File: src/rtl/jk_pkg.sv
// Shared definitions for the JK counter bank: operating modes and the
// characteristic equation of a single JK flip-flop.
package jk_pkg;

  typedef enum logic [1:0] {
    MODE_JK   = 2'b00,
    MODE_UP   = 2'b01,
    MODE_DOWN = 2'b10,
    MODE_CPL  = 2'b11
  } mode_t;

  // JK characteristic: 00 hold, 01 reset, 10 set, 11 toggle.
  function automatic logic jk_eval(input logic j, input logic k, input logic q);
    logic r;
    unique case ({j, k})
      2'b00:   r = q;
      2'b01:   r = 1'b0;
      2'b10:   r = 1'b1;
      default: r = ~q;
    endcase
    return r;
  endfunction

endpackage

File: src/rtl/jk_cell.sv
// One JK flip-flop with asynchronous active-low reset to a per-cell value.
module jk_cell
  import jk_pkg::*;
#(
  parameter logic RST_VAL = 1'b0
) (
  input  logic clk,
  input  logic rst_n,
  input  logic j_i,
  input  logic k_i,
  output logic q_o
);

  logic q_q;

  // State bit: reset value on rst_n low, JK characteristic on each edge.
  always_ff @(posedge clk or negedge rst_n) begin
    if (!rst_n) begin
      q_q <= RST_VAL;
    end else begin
      q_q <= jk_eval(j_i, k_i, q_q);
    end
  end

  assign q_o = q_q;

endmodule

File: src/rtl/jk_counter_bank.sv
// WIDTH-bit register made of JK cells. Every mode is reduced to a desired
// next value, which is then translated into J/K excitations for the cells;
// JK mode passes the user j/k straight through instead.
module jk_counter_bank
  import jk_pkg::*;
#(
  parameter int     WIDTH     = 4,
  parameter longint MODULUS   = 10,
  parameter longint RESET_VAL = 0
) (
  input  logic             clk,
  input  logic             rst_n,
  input  logic             en,
  input  logic             load,
  input  logic [1:0]       mode,
  input  logic [WIDTH-1:0] d,
  input  logic [WIDTH-1:0] j,
  input  logic [WIDTH-1:0] k,
  output logic [WIDTH-1:0] q,
  output logic             tc,
  output logic             wrap
);

  // Elaboration guards on the parameter space.
  if (WIDTH < 1 || WIDTH > 32) begin : g_bad_width
    $error("jk_counter_bank: WIDTH must be in 1..32");
  end
  if (MODULUS < 2 || MODULUS > (longint'(1) << WIDTH)) begin : g_bad_modulus
    $error("jk_counter_bank: MODULUS must be in 2..2**WIDTH");
  end
  if (RESET_VAL < 0 || RESET_VAL >= MODULUS) begin : g_bad_reset
    $error("jk_counter_bank: RESET_VAL must be below MODULUS");
  end

  // Largest legal count; MOD_X is one bit wider so 2**WIDTH is representable.
  localparam logic [WIDTH-1:0] MAX_Q = WIDTH'(MODULUS - 1);
  localparam logic [WIDTH-1:0] RST_Q = WIDTH'(RESET_VAL);
  localparam logic [WIDTH:0]   MOD_X = (WIDTH+1)'(MODULUS);

  mode_t            mode_s;
  logic [WIDTH-1:0] next_d;
  logic             wrap_d;
  logic             wrap_q;
  logic             in_range;
  logic [WIDTH-1:0] cell_j;
  logic [WIDTH-1:0] cell_k;

  assign mode_s   = mode_t'(mode);
  assign in_range = ({1'b0, q} < MOD_X);

  // Desired next value and wrap indication for the counting modes.
  always_comb begin
    next_d = q;
    wrap_d = 1'b0;
    unique case (mode_s)
      MODE_JK: begin
        next_d = q;
      end
      MODE_UP: begin
        if (q >= MAX_Q) begin
          next_d = '0;
          wrap_d = 1'b1;
        end else begin
          next_d = q + WIDTH'(1);
        end
      end
      MODE_DOWN: begin
        if (q == '0) begin
          next_d = MAX_Q;
          wrap_d = 1'b1;
        end else if (in_range) begin
          next_d = q - WIDTH'(1);
        end else begin
          next_d = MAX_Q;
        end
      end
      MODE_CPL: begin
        next_d = ~q;
      end
    endcase
    if (load) begin
      next_d = d;
      wrap_d = 1'b0;
    end
    if (!en) begin
      wrap_d = 1'b0;
    end
  end

  // Cell excitation: hold when disabled, user j/k in JK mode, otherwise
  // set/reset only the bits that must change to reach next_d.
  always_comb begin
    cell_j = '0;
    cell_k = '0;
    if (en) begin
      if (!load && mode_s == MODE_JK) begin
        cell_j = j;
        cell_k = k;
      end else begin
        cell_j = next_d & ~q;
        cell_k = ~next_d & q;
      end
    end
  end

  for (genvar i = 0; i < WIDTH; i++) begin : g_cell
    jk_cell #(
      .RST_VAL(RST_Q[i])
    ) u_cell (
      .clk  (clk),
      .rst_n(rst_n),
      .j_i  (cell_j[i]),
      .k_i  (cell_k[i]),
      .q_o  (q[i])
    );
  end

  // Wrap pulse register, one cycle after the wrapping edge.
  always_ff @(posedge clk or negedge rst_n) begin
    if (!rst_n) begin
      wrap_q <= 1'b0;
    end else begin
      wrap_q <= wrap_d;
    end
  end

  assign wrap = wrap_q;

  // Combinational terminal count for cascading into the next stage's en.
  assign tc = en & ~load &
              (((mode_s == MODE_UP) && (q == MAX_Q)) ||
               ((mode_s == MODE_DOWN) && (q == '0)));

endmodule

File: config.mk
export PLATFORM = sky130hd
export DESIGN_NAME = jk_counter_bank
export DESIGN_NICKNAME = d
export VERILOG_FILES = /design/src/rtl/jk_pkg.sv /design/src/rtl/jk_cell.sv /design/src/rtl/jk_counter_bank.sv
export SDC_FILE = /design/constraint.sdc
export NUM_CORES = 1
export LEC_CHECK = 0
export CORE_ASPECT_RATIO = 0.75
export CORE_UTILIZATION = 49
export DETAILED_ROUTE_END_ITERATION = 7
export GPL_TIMING_DRIVEN = 0
export PLACE_DENSITY_LB_ADDON = 0.12
export SKIP_CTS_REPAIR_TIMING = 1
export SLEW_MARGIN = 20
export SYNTH_ARGS = -nofsm -noshare
export SYNTH_HDL_FRONTEND = slang
export SYNTH_SLANG_ARGS = --single-unit
File: constraint.sdc
create_clock -name clk -period 2.95 [get_ports clk]
set_clock_uncertainty 0.05 [all_clocks]
set_input_delay 0.7375 -clock clk [delete_from_list [all_inputs] [get_ports clk]]
set_output_delay 0.7375 -clock clk [all_outputs]
set_load 0.01 [all_outputs]
==> qor.txt <==
status: complete, no violations
count of pins over their slew limit: 0
Site Rows: 13
PortBufs: 23
DRT antenna net count: 0
crit path to: g_cell[3].u_cell.q_o$_DFFE_PN0P_
Avg WL per Cell: 15.55 um
YS warnings: 0
NumNets Final: 178
post-synth net total: 149
average size of a mapped cell: 8.204 um^2
Slew HR: 0.6773
area fraction of the dominant cell type after synthesis: 0.2122
Worst EP required: 3.04 ns
die area: 0.002107 mm^2
CTS tree: yes
Hold Vio Cnt, Final: 0
Worst setup EP type: register
Distinct cells, synth: 45
initial antenna violation count: 0
Mapped Area: 943.4 um^2
Least-Margin Pin Slew: 0.4773 ns
top cell type by total area after synthesis: ha_1
startpoint types: primary input
filler instances: 126
Num Clock Sinks: 5
Worst EP arrival: 3.00 ns
Area contributors post-synth: ha_1, dfrtp_1, nor3_1, a211oi_1, nor3b_1
# IOs: 24
worst path cell trace: dlymetal6s2s_1, inv_1, ha_2, nor2b_2, buf_2, nand2_1, a311o_1, ha_1, nor3b_1, a211oi_2
R2R Path Start: g_cell[1].u_cell.q_o$_DFFE_PN0P_
crit path buf inv count: 3
setup ws final: 0.03701 ns
multi-input logic area: 770.7 um^2
initial DRC count: 39
final worst-path cycle share: 0.9875
PwrDens: 645.9 mW/mm^2
r2r worst-path depth: 9
Post-synth EDFFs: 0
Post-Synthesis Cells: 115
Worst Setup SP: mode[1]
reg2reg setup slack: 0.14 ns
Design Power: 0.8332 mW
Worst-path clk slew: 0.04 ns
CORE AREA: 0.001773 mm^2
Initial Util: 0.5321
share of layout cells above drive strength 1: 0.1888
Clk Latency, worst-skew pair: 0.24 ns
Die Wd: 52.67 um
first-pass iteration count of the detailed router: 4
Critical Path Max Stage Delay: 0.34 ns
die outline height: 40 um
Residual DRC: 0
Max Root-Sink Buffers: 2
Leak: 0.5290 nW
largest net degree at the start of global routing: 11
grt ovf: 0
synth cell count leaders: ha_1, inv_1, nor3_1
All-Layer GR Usage: 0.2469
DPL Wire Length: 1939 um
crit path max-delay cell type: a311o_1
Area Growth Syn to Fin: 36.74%
ys async rst share: 1.000
ANT cells: 0
vias per inst: 6.315
reg-to-reg critical path endpoint: g_cell[1].u_cell.q_o$_DFFE_PN0P_
GP Congestion: 0.8955
CTS root buffer: clkbuf_4
global-route wire length before repair: 3712 um
Max IR drop VDD: 0.0004963 V
vias in the first global route: 838
Primary FF master, synth: dfrtp_1
WS Path Type: primary input to register
crit-path leading delay family: compound AO/OA/AOI/OAI gates
WP depth: 10
Max-Cap Viols: 0
register area: 127.6 um^2
min Tclk post-route: 2.913 ns
number of CTS-inserted buffers: 3
register area share after synthesis: 0.1326
class of the worst hold path: primary input to asynchronous set/reset pin
flops & latches, synth: 5
WL final: 2565 um
CP max FO: 10
pre-CTS setup slack: -0.8606 ns
vias: 1042
max frequency: 343.3 MHz
Finish-stage setup viols: 0
setup TNS: 0 ns
H-tree depth: 1
count leader, synth: ha_1
## flip-flops by register name, indices dropped and copies added (netlist names)
name,count
g_cell.u_cell.q_o,4
wrap,1
## metrics by stage
step | util | instances | area, um^2 | hold slack (ns)
floorplan | - | 115 | 943.4 | 0.3919
global placement | 0.6775 | 160 | 1201 | 0.6914
detailed placement | 0.6775 | 160 | 1201 | 0.7114
CTS | 0.6923 | 164 | 1227 | 0.6674
global route | 0.7276 | 165 | 1290 | 0.6718
finish | 0.7276 | 165 | 1290 | 0.6606
## how the worst min path moves through the flow
stage	from	endpoint	slack [ns]	cells past startpoint
floorplan	rst_n	g_cell[0].u_cell.q_o$_DFFE_PN0P_	0.39	0
global placement	g_cell[3].u_cell.q_o$_DFFE_PN0P_	g_cell[3].u_cell.q_o$_DFFE_PN0P_	0.69	2
detailed placement	g_cell[3].u_cell.q_o$_DFFE_PN0P_	g_cell[3].u_cell.q_o$_DFFE_PN0P_	0.71	2
CTS	rst_n	g_cell[0].u_cell.q_o$_DFFE_PN0P_	0.67	1
global route	rst_n	g_cell[2].u_cell.q_o$_DFFE_PN0P_	0.67	1
finish	rst_n	g_cell[2].u_cell.q_o$_DFFE_PN0P_	0.66	1
## layout by cell type, fill, tap and decap left out, types with 4 or more instances in the layout
cell             count
a21oi_1              4
buf_4                6
clkdlybuf4s50_1     20
ha_1                14
inv_1                7
nand3_1              5
nor3_1               8
nor3b_1              4
o21ai_0              7
## cell type report
| type | instances | area share |
|---|---|---|
| multi-input cells | 92 | 0.5975 |
| repair buffers | 24 | 0.1843 |
| flip-flops and latches | 5 | 0.09893 |
| plain buffers | 9 | 0.04850 |
| inverters | 9 | 0.02910 |
| well taps | 22 | 0.02134 |
| clock buffers | 4 | 0.02037 |
## cells by family after synthesis
kind of cell    after synthesis  share of synthesized area
flops                         5                     0.1326
compound gates               34                     0.2653
fa+ha+maj                    16                     0.2122
xor+xnor                      1                   0.009286
mux                           1                    0.01061
buf+inv                      18                    0.09681
simple gates                 40                     0.2732
## where the power goes
group,total (mW),switching (mW),internal [mW],leakage [nW]
clock,0.0793,0.0281,0.0511,0.0150
sequential,0.165,0.0646,0.101,0.0571
combinational,0.589,0.300,0.288,0.457
total,0.833,0.393,0.440,0.529
## routing by layer
| metal | vias to the layer above | GRT usage | wire length, um |
|---|---|---|---|
| met5 | - | 0 | 0 |
| met3 | 5 | 0.03788 | 193 |
| met2 | 56 | 0.4430 | 1237 |
| met4 | 0 | 0.1053 | 33 |
| met1 | 481 | 0.2993 | 1101 |
| li1 | 500 | - | - |
Note: power is estimated with default switching activity, not from simulation.
